--- src/rtl/csa_pipe_if.sv ---
// Operand/result bundle for csa_pipe: valid-ready on both sides.
// The slave modport faces the adder; the master faces its driver.
interface csa_pipe_if #(
  parameter int WIDTH = 16
);
  logic             in_valid;
  logic             in_ready;
  logic [WIDTH-1:0] a;
  logic [WIDTH-1:0] b;
  logic             cin;
  logic             out_valid;
  logic             out_ready;
  logic [WIDTH-1:0] sum;
  logic             carry;
  logic             overflow;

  modport master (
    output in_valid, a, b, cin, out_ready,
    input  in_ready, out_valid, sum, carry, overflow
  );

  modport slave (
    input  in_valid, a, b, cin, out_ready,
    output in_ready, out_valid, sum, carry, overflow
  );
endinterface

--- src/rtl/csa_pipe.sv ---
// Two-stage carry-select adder; signed overflow flag enabled by CSA_PIPE_OVF_EN.
// Latency: two edges from input presentation to result; one beat per cycle.
// Backpressure: stalled result holds, S1 holds one more beat, then in_ready drops.
module csa_pipe #(
  parameter int WIDTH = 16,
  parameter int BLOCK = 4
) (
  input  logic       clk,
  input  logic       rst,
  csa_pipe_if.slave  bus
);
  localparam bit CFG_OK = (WIDTH > 0) && (BLOCK > 0) &&
                          ((WIDTH % ((BLOCK > 0) ? BLOCK : 1)) == 0);
  localparam int NB     = (BLOCK > 0) ? WIDTH / BLOCK : 1;

  if (!CFG_OK) begin : g_bad_cfg
    $error("csa_pipe: WIDTH must be a positive multiple of BLOCK");
  end

  logic [NB-1:0][BLOCK-1:0] blk_sum0, blk_sum1;
  logic [NB-1:0]            blk_c0, blk_c1;
  logic [NB-1:0][BLOCK-1:0] s1_sum0, s1_sum1;
  logic [NB-1:0]            s1_c0, s1_c1;
  logic                     s1_valid;
  logic [NB:0]              csel;
  logic [WIDTH-1:0]         nxt_sum;
  logic [WIDTH-1:0]         sum_q;
  logic                     carry_q;
  logic                     out_valid_q;
  logic                     in_ready_c;
  logic                     s2_load;

  // Stage 1: every block adds independently; no carry crosses a block here.
  for (genvar i = 0; i < NB; i++) begin : g_blk
    logic [BLOCK-1:0] op_a, op_b;
    assign op_a = bus.a[i*BLOCK +: BLOCK];
    assign op_b = bus.b[i*BLOCK +: BLOCK];
    if (i == 0) begin : g_lsb
      assign {blk_c0[i], blk_sum0[i]} = {1'b0, op_a} + {1'b0, op_b} + {{BLOCK{1'b0}}, bus.cin};
      assign blk_c1[i]   = 1'b0;
      assign blk_sum1[i] = '0;
    end else begin : g_hi
      assign {blk_c0[i], blk_sum0[i]} = {1'b0, op_a} + {1'b0, op_b};
      assign {blk_c1[i], blk_sum1[i]} = {1'b0, op_a} + {1'b0, op_b} + {{BLOCK{1'b0}}, 1'b1};
    end
  end

  // Stage 2: select chain; csel[0] is tied low so block 0 always takes its real result.
  always_comb begin
    csel    = '0;
    nxt_sum = '0;
    for (int k = 0; k < NB; k++) begin
      nxt_sum[k*BLOCK +: BLOCK] = csel[k] ? s1_sum1[k] : s1_sum0[k];
      csel[k+1]                 = csel[k] ? s1_c1[k]   : s1_c0[k];
    end
  end

  assign in_ready_c = !s1_valid || !out_valid_q || bus.out_ready;
  assign s2_load    = s1_valid && (!out_valid_q || bus.out_ready);

  always_ff @(posedge clk) begin
    if (rst) begin
      s1_valid    <= 1'b0;
      out_valid_q <= 1'b0;
      sum_q       <= '0;
      carry_q     <= 1'b0;
    end else begin
      if (in_ready_c)
        s1_valid <= bus.in_valid;
      if (s2_load) begin
        out_valid_q <= 1'b1;
        sum_q       <= nxt_sum;
        carry_q     <= csel[NB];
      end else if (bus.out_ready) begin
        out_valid_q <= 1'b0;
      end
    end
  end

  always_ff @(posedge clk) begin
    if (in_ready_c) begin
      s1_sum0 <= blk_sum0;
      s1_sum1 <= blk_sum1;
      s1_c0   <= blk_c0;
      s1_c1   <= blk_c1;
    end
  end

`ifdef CSA_PIPE_OVF_EN
  logic s1_a_msb, s1_b_msb, ovf_q;

  always_ff @(posedge clk) begin
    if (in_ready_c) begin
      s1_a_msb <= bus.a[WIDTH-1];
      s1_b_msb <= bus.b[WIDTH-1];
    end
  end

  always_ff @(posedge clk) begin
    if (rst)
      ovf_q <= 1'b0;
    else if (s2_load)
      ovf_q <= (s1_a_msb == s1_b_msb) && (nxt_sum[WIDTH-1] != s1_a_msb);
  end

  assign bus.overflow = ovf_q;
`else
  assign bus.overflow = 1'b0;
`endif

  assign bus.in_ready  = in_ready_c;
  assign bus.out_valid = out_valid_q;
  assign bus.sum       = sum_q;
  assign bus.carry     = carry_q;
endmodule

--- src/flat_wrapper.sv ---
// flat-port wrapper written by rule: the top's interface ports become plain ports
module csa_pipe_flat 
#(
  parameter int WIDTH = 16,
  parameter int BLOCK = 4
)
  (clk, rst, bus_in_valid, bus_a, bus_b, bus_cin, bus_out_ready, bus_in_ready, bus_out_valid, bus_sum, bus_carry, bus_overflow);
  csa_pipe_if #(.WIDTH(WIDTH)) bus_i ();
  input  logic clk;
  input  logic rst;
  input wire logic [$bits(bus_i.in_valid)-1:0] bus_in_valid;
  input wire logic [$bits(bus_i.a)-1:0] bus_a;
  input wire logic [$bits(bus_i.b)-1:0] bus_b;
  input wire logic [$bits(bus_i.cin)-1:0] bus_cin;
  input wire logic [$bits(bus_i.out_ready)-1:0] bus_out_ready;
  output wire logic [$bits(bus_i.in_ready)-1:0] bus_in_ready;
  output wire logic [$bits(bus_i.out_valid)-1:0] bus_out_valid;
  output wire logic [$bits(bus_i.sum)-1:0] bus_sum;
  output wire logic [$bits(bus_i.carry)-1:0] bus_carry;
  output wire logic [$bits(bus_i.overflow)-1:0] bus_overflow;
  assign bus_i.in_valid = bus_in_valid;
  assign bus_i.a = bus_a;
  assign bus_i.b = bus_b;
  assign bus_i.cin = bus_cin;
  assign bus_i.out_ready = bus_out_ready;
  assign bus_in_ready = bus_i.in_ready;
  assign bus_out_valid = bus_i.out_valid;
  assign bus_sum = bus_i.sum;
  assign bus_carry = bus_i.carry;
  assign bus_overflow = bus_i.overflow;
  csa_pipe #(.WIDTH(WIDTH), .BLOCK(BLOCK)) u_core (.clk(clk), .rst(rst), .bus(bus_i));
endmodule
--- config.mk ---
export PLATFORM = sky130hd
export DESIGN_NAME = csa_pipe_flat
export DESIGN_NICKNAME = d
export VERILOG_FILES = /design/src/rtl/csa_pipe_if.sv /design/src/rtl/csa_pipe.sv /design/src/flat_wrapper.sv
export SDC_FILE = /design/constraint.sdc
export NUM_CORES = 1
export LEC_CHECK = 0
export BUFFER_PORTS_ARGS = -buffer_cell sky130_fd_sc_hd__buf_2
export CAP_MARGIN = 20
export CORE_MARGIN = 1.5
export CORE_UTILIZATION = 40
export DETAILED_ROUTE_END_ITERATION = 8
export SLEW_MARGIN = 20
export SYNTH_ARGS = -nofsm -noshare
export SYNTH_HDL_FRONTEND = slang
export SYNTH_SLANG_ARGS = --single-unit
--- constraint.sdc ---
create_clock -name clk -period 2.9 [get_ports clk]
set_clock_uncertainty 0.1 [all_clocks]
set_input_delay 0 -clock clk [delete_from_list [all_inputs] [get_ports clk]]
set_output_delay 0 -clock clk [all_outputs]
set_load 0.05 [all_outputs]
==> summary.md, run 1 <==
| Metric | Value |
|---|---|
| Status | finished, final reports clean |
| Avg WL per Cell | 11.1 um |
| Nature of the critical path startpoint | input port |
| Post-Layout Inst Area | 3130 um^2 |
| Placed Instance Area | 2960 um^2 |
| Clock transition at path regs | 0.09 ns |
| Num CTS Buffers | 5 |
| Die W | 83.8 um |
| CTS Root Cell | clkbuf_8 |
| Worst Min Path Start | bus_a[4] |
| Detail Route Antenna Nets | 0 |
| Most frequent cells in the layout | 55 x buf_2, 35 x edfxtp_1, 20 x nor2_1, 19 x dfxtp_1 |
| Global-route wire length before repair | 6680 um |
| Total power | 1.82 mW |
| FF+latch count, synth | 54 |
| Unique masters post-synth | 26 |
| Initial antenna violation count | 0 |
| WHS Endpoint | u_core.s1_sum0[4] |
| Post-CTS Setup Inserts | 0 |
| Via density | 4.66 |
| P_leak | 1.43 nW |
| GRT Resource Usage Total | 11.8% |
| Seq/Total Area, Yosys | 54.8% |
| Clk buf depth | 2 |
| Half-perimeter wire length after placement | 2820 um |
| Row count | 29 |
| Initial Util | 41.4% |
| Max Cap Violations | 0 |
| Worst reg2reg path endpoint | u_core.s1_valid |
| Core area | 6310 um^2 |
| Area contributors post-synth | edfxtp_1 40%, dfxtp_1 15%, ha_1 8.6%, mux2i_1 6.9%, fa_1 3.8% |
| HP Class | in2reg |
| Min-Delay Path Depth | 2 |
| CTS resizes | 0 |
| Most common cell after layout, fill and taps aside | buf_2 |
| Fin crit period | 2.15 ns |
| Pin count of the biggest net entering global routing | 37 |
| Syn Area/Cell | 12.9 um^2 |
| Area Growth Syn to Fin | 19.9% |
| Top-area cell type share of the netlist area | 40.2% |
| Nets@finish | 328 |
| Die Area | 7030 um^2 |
| Vias in the first global route | 1,569 |
| Hold-fix buffers at CTS | 8 |
| Post-route DRC | 0 |
| Flop2flop setup slack | 0.84 ns |
| Die height | 83.8 um |
| Layout cells sized above 1 | 25.3% |
| Gp weighted congestion | 0.661 |
| Worst reg2reg path startpoint | u_core.bus.out_valid |
| R2R cell count | 5 |
| Vias post-DR | 1,614 |
| CP Class | in2reg |
| CTS H-tree depth | 2 |
| Detailed Routing Iterations Pass 1 | 4 |
| Hold violation total from the final report | 0 |
| Total routed wirelength | 3850 um |
| Mapped cell area | 2610 um^2 |
| CP arrival | 2.11 ns |
| Mapped Cells | 203 |
| Fin Setup TNS | 0 ns |
| Slew Limit Fails | 0 |
| Final setup violation count | 0 |
| Peak Freq | 465 MHz |
| Max VDD drop | 0.282 mV |
| CP endpoint kind | flop |
| Critical path fanouts, max | 5 |
| Net Count, Synth | 263 |
| YS warnings | 0 |
| DRT iter0 DRCs | 49 |
| Clock latency on the worst-skew pair | 0.30 ns |
| RSZ-0062 raised after global routing | false |
| Io pins | 57 |
| # port buffers | 55 |
| Final worst-path cycle share | 74.2% |
| Area leader, netlist | edfxtp_1 |
| Remaining global-route overflow | 0 |
| Pwr per Cell Area | 582 nW/um^2 |
| Req. time, crit path | 2.86 ns |
| Ant diodes | 0 |
| Num Clock Sinks | 54 |
| CTS tree | yes |
[critical path: stages]
cell and delay, ns:
dlygate4sd3_1 0.54, buf_2 0.12, ha_1 0.19, fa_1 0.40, xor2_1 0.34, nand3b_1 0.12, mux2_2 0.28, xnor2_1 0.12
[worst max path at each step]
stage | cells after the start | slack (ns) | end | start
after floorplan | 2 | 0.42 | u_core.nxt_sum[0] | u_core.bus.out_valid
after global placement | 4 | 0.88 | u_core.bus.carry | u_core.s1_c0[0]
after global routing | 8 | 0.63 | u_core.s1_c1[3] | bus_a[12]
after CTS | 8 | 0.77 | u_core.s1_c1[3] | bus_a[12]
final | 8 | 0.75 | u_core.s1_c1[3] | bus_a[12]
after detailed placement | 4 | 0.89 | u_core.bus.carry | u_core.s1_c0[0]
[cell families (layout without fill, tap and decap cells)]
logic type,Yosys count,in the layout,synth area share [%]
fa+ha+maj,23,23,12.4
simple gates,36,36,6.46
other cells,1,1,0.143
flops,54,54,54.8
xor+xnor,17,17,5.70
compound gates,28,28,7.37
buf+inv,22,88,3.64
mux,22,22,9.48
[sequential cells by signal (all words and copies together), names as in the netlist]
signal and flops:
u_core.s1_valid 1, u_core.s1_sum1 12, u_core.bus.carry 1, u_core.s1_c0 4
u_core.s1_sum0 12, u_core.bus.sum 16, u_core.nxt_sum 4, u_core.bus.out_valid 1
u_core.s1_c1 3
[cell type report]
cell class | count | area [um^2]
clock buffer | 8 | 90.1
fill | 585 | 3180
inverter | 15 | 56.3
multi-input combinational | 127 | 1090
sequential | 54 | 1430
tap | 77 | 96.3
timing repair buffer | 65 | 370
[where the power goes]
part	internal [mW]	switching, mW
combinational	0.179	0.233
sequential	0.958	0.0418
clock	0.195	0.218
[metrics by stage]
step | util [%] | worst slack, ns | cells | hold WS, ns
after floorplan | - | 0.417 | 203 | 0.0174
after global placement | 46.9 | 0.880 | 330 | 0.122
after detailed placement | 46.9 | 0.887 | 330 | 0.120
after CTS | 49.6 | 0.771 | 346 | 0.00950
after global routing | 49.6 | 0.633 | 346 | 0.00671
final | 49.6 | 0.749 | 346 | 0.0125
[Yosys cell counts]
| cell | n |
|---|---|
| conb_1 | 1 |
| xnor2_1 | 11 |
| inv_1 | 15 |
| o21ai_0 | 2 |
| clkbuf_1 | 3 |
| mux2_2 | 2 |
| xor2_1 | 6 |
| nand2_1 | 1 |
| buf_1 | 1 |
| ha_1 | 18 |
| buf_4 | 1 |
| a21oi_1 | 5 |
| edfxtp_1 | 35 |
| nand2b_1 | 2 |
| a21o_1 | 8 |
| nor2b_1 | 4 |
| buf_6 | 1 |
| mux2i_1 | 18 |
| nand3b_1 | 3 |
| buf_2 | 1 |
| mux2i_4 | 2 |
| dfxtp_1 | 19 |
| nand3_1 | 6 |
| a211oi_1 | 13 |
| fa_1 | 5 |
| nor2_1 | 20 |
[per-layer routing]
layer / routed length [um] / global-route usage [%]
met5: 0 / 0
met3: 183 / 4.45
met4: 0 / 2.24
met2: 1950 / 21.0
met1: 1710 / 13.8
Power figures use the tool's default switching activity.
==> inputs of run 2 (changes only) <==
==> constraint.sdc (replaced) <==
create_clock -name clk -period 1.72 [get_ports clk]
set_clock_uncertainty 0.1 [all_clocks]
set_input_delay 0 -clock clk [delete_from_list [all_inputs] [get_ports clk]]
set_output_delay 0 -clock clk [all_outputs]
set_load 0.05 [all_outputs]
==> run 2 against run 1 <==
Effect of this change:
- worst hold slack gained 0.0050 ns
- largest cell class unchanged
- sequential power grew 68%
- design area grew 4.0%
- via count grew 3.0%
- flip-flop and latch count is the same
- first-iteration DRC count shrank 51%
- cell count grew 3.2%
- routed wire length grew 1.7%
- critical path depth shrank 4
==> summary.md, run 2 (synthesized netlist as in run 1, its figures left out) <==
| Metric | Value |
|---|---|
| Status | finished, final reports clean |
| Final Hold Slack | 0.0175 ns |
| Row count | 29 |
| Clock transition at path regs | 0.10 ns |
| Ant diodes | 0 |
| Die height | 83.8 um |
| Crit path buf inv count | 0 |
| Max VDD drop | 0.478 mV |
| Global-route wire length before repair | 6790 um |
| Num Clock Sinks | 54 |
| CTS Root Cell | clkbuf_8 |
| CP Class | reg2reg |
| NetSw | 0.881 mW |
| Crit path top cell by count | mux2i_4 |
| CP arrival | 1.76 ns |
| RSZ-0062 raised after global routing | true |
| Num CTS Buffers | 5 |
| Detailed Routing Iterations Pass 1 | 4 |
| Critical path fanouts, max | 5 |
| HP Class | in2reg |
| Final setup violation count | 0 |
| Total routed wirelength | 3910 um |
| Post-CTS Setup Inserts | 0 |
| Sequential power share | 53.5% |
| Vias in the first global route | 1,555 |
| P_int | 2.26 mW |
| Req. time, crit path | 1.81 ns |
| Clk buf depth | 2 |
| Clock group share of total power | 21.9% |
| Die Area | 7030 um^2 |
| Die W | 83.8 um |
| Post-route DRC | 0 |
| Detail Route Antenna Nets | 0 |
| Peak Freq | 600 MHz |
| Vias post-DR | 1,662 |
| Initial antenna violation count | 0 |
| Avg WL per Cell | 11.0 um |
| Critical Path Stages | 4 |
| Worst reg2reg path endpoint | u_core.bus.sum[15] |
| Layout cells sized above 1 | 30.7% |
| Multi-input logic area | 1130 um^2 |
| Nets@finish | 339 |
| Total power | 3.14 mW |
| R2R cell count | 4 |
| Comb pwr share | 24.6% |
| Most frequent cells in the layout | 55 x buf_2, 35 x edfxtp_1, 20 x nor2_1 |
| CTS H-tree depth | 2 |
| Crit-path slowest cell | edfxtp_1 |
| Worst reg2reg path startpoint | u_core.s1_c0[0] |
| CTS tree | yes |
| Via density | 4.66 |
| Crit-path max cell delay | 0.43 ns |
| Core area | 6310 um^2 |
| Fin crit period | 1.67 ns |
| CP endpoint kind | flop |
| DRT iter0 DRCs | 24 |
| # port buffers | 55 |
| Switching Share | 28.1% |
| Most common cell after layout, fill and taps aside | buf_2 |
| Pwr per Cell Area | 964 nW/um^2 |
| Max FFs per register | 16 |
| Max Cap Violations | 0 |
| P_leak | 1.50 nW |
| Clock latency on the worst-skew pair | 0.30 ns |
| Io pins | 57 |
| Slew Limit Fails | 0 |
| Hold violation total from the final report | 0 |
| Critical Path End | u_core.bus.sum[15] |
| Cell Chain, Critical Path | mux2i_4, mux2i_4, mux2i_1, a211oi_2 |
| Area Growth Syn to Fin | 24.7% |
| Pin count of the biggest net entering global routing | 28 |
| Fillers | 576 |
| Gp weighted congestion | 0.696 |
| Delay-heaviest family, CP | multiplexers |
| GRT Resource Usage Total | 12.3% |
| Half-perimeter wire length after placement | 2880 um |
| Initial Util | 41.4% |
| Critical Path Source | u_core.s1_c0[0] |
| FF+latch area | 1430 um^2 |
| Remaining global-route overflow | 0 |
| Final worst-path cycle share | 96.9% |
| Nature of the critical path startpoint | flop |
| Flop2flop setup slack | 0.05 ns |
-- run 2: worst reg2reg max path, stage by stage (launching register included) --
cell and delay (ns):
edfxtp_1 0.43, mux2i_4 0.30, mux2i_4 0.38, mux2i_1 0.27
a211oi_2 0.09
-- run 2: power groups by stage --
stage	Sequential [mW]	Clock (mW)	Combinational [mW]
6_report	1.68	0.688	0.772
4_1_cts	1.68	0.719	0.780
3_3_place_gp	1.71	0	0.745
2_1_floorplan	1.82	0	0.436
5_1_grt	1.70	0.769	0.858
3_5_place_dp	1.71	0	0.756
-- run 2: cell type report --
| cell class | count | area share [%] |
|---|---|---|
| clock buffer | 5 | 2.11 |
| clock inverter | 3 | 0.614 |
| inverter | 15 | 1.73 |
| multi-input combinational | 128 | 34.6 |
| sequential | 54 | 44.0 |
| tap | 77 | 2.96 |
| timing repair buffer | 75 | 14.1 |
-- run 2: worst min path at each step --
stage,depth (start not counted),start,slack [ns],end
after floorplan,2,bus_in_valid,0.02,u_core.s1_valid
after global placement,3,bus_in_valid,0.11,u_core.s1_valid
after detailed placement,3,bus_in_valid,0.12,u_core.s1_valid
after CTS,2,bus_a[5],0.01,u_core.s1_sum0[5]
after global routing,2,bus_a[5],0.02,u_core.s1_sum0[5]
final,3,bus_a[3],0.02,u_core.s1_c0[0]
-- run 2: metrics by stage --
step	worst slack, ns	utilization (%)	cells	TNS, ns	area [um^2]
2_1_floorplan	0.00460	-	203	0	2640
3_3_place_gp	-0.132	48.7	340	-0.229	3080
3_5_place_dp	-0.154	48.7	340	-0.365	3080
4_1_cts	0.0520	51.5	357	0	3250
5_1_grt	-0.0505	51.6	357	-0.109	3260
6_report	0.0542	51.6	357	0	3260
-- run 2: per-layer routing --
| layer | global-route usage [%] | vias to the layer above | wire length [um] |
|---|---|---|---|
| met1 | 13.8 | 747 | 1700 |
| met2 | 22.1 | 37 | 1990 |
| li1 | - | 872 | - |
| met3 | 3.86 | 6 | 176 |
| met5 | 0 | - | 0 |
| met4 | 4.02 | 0 | 46 |
-- run 2: what timing repair did --
item,in CTS,in global routing
cloned,1,0
pin swaps,1,4
endpoints found under the setup margin,1,5
endpoints found under the hold margin,9,0
hold buffers,8,0
resized for setup,1,1
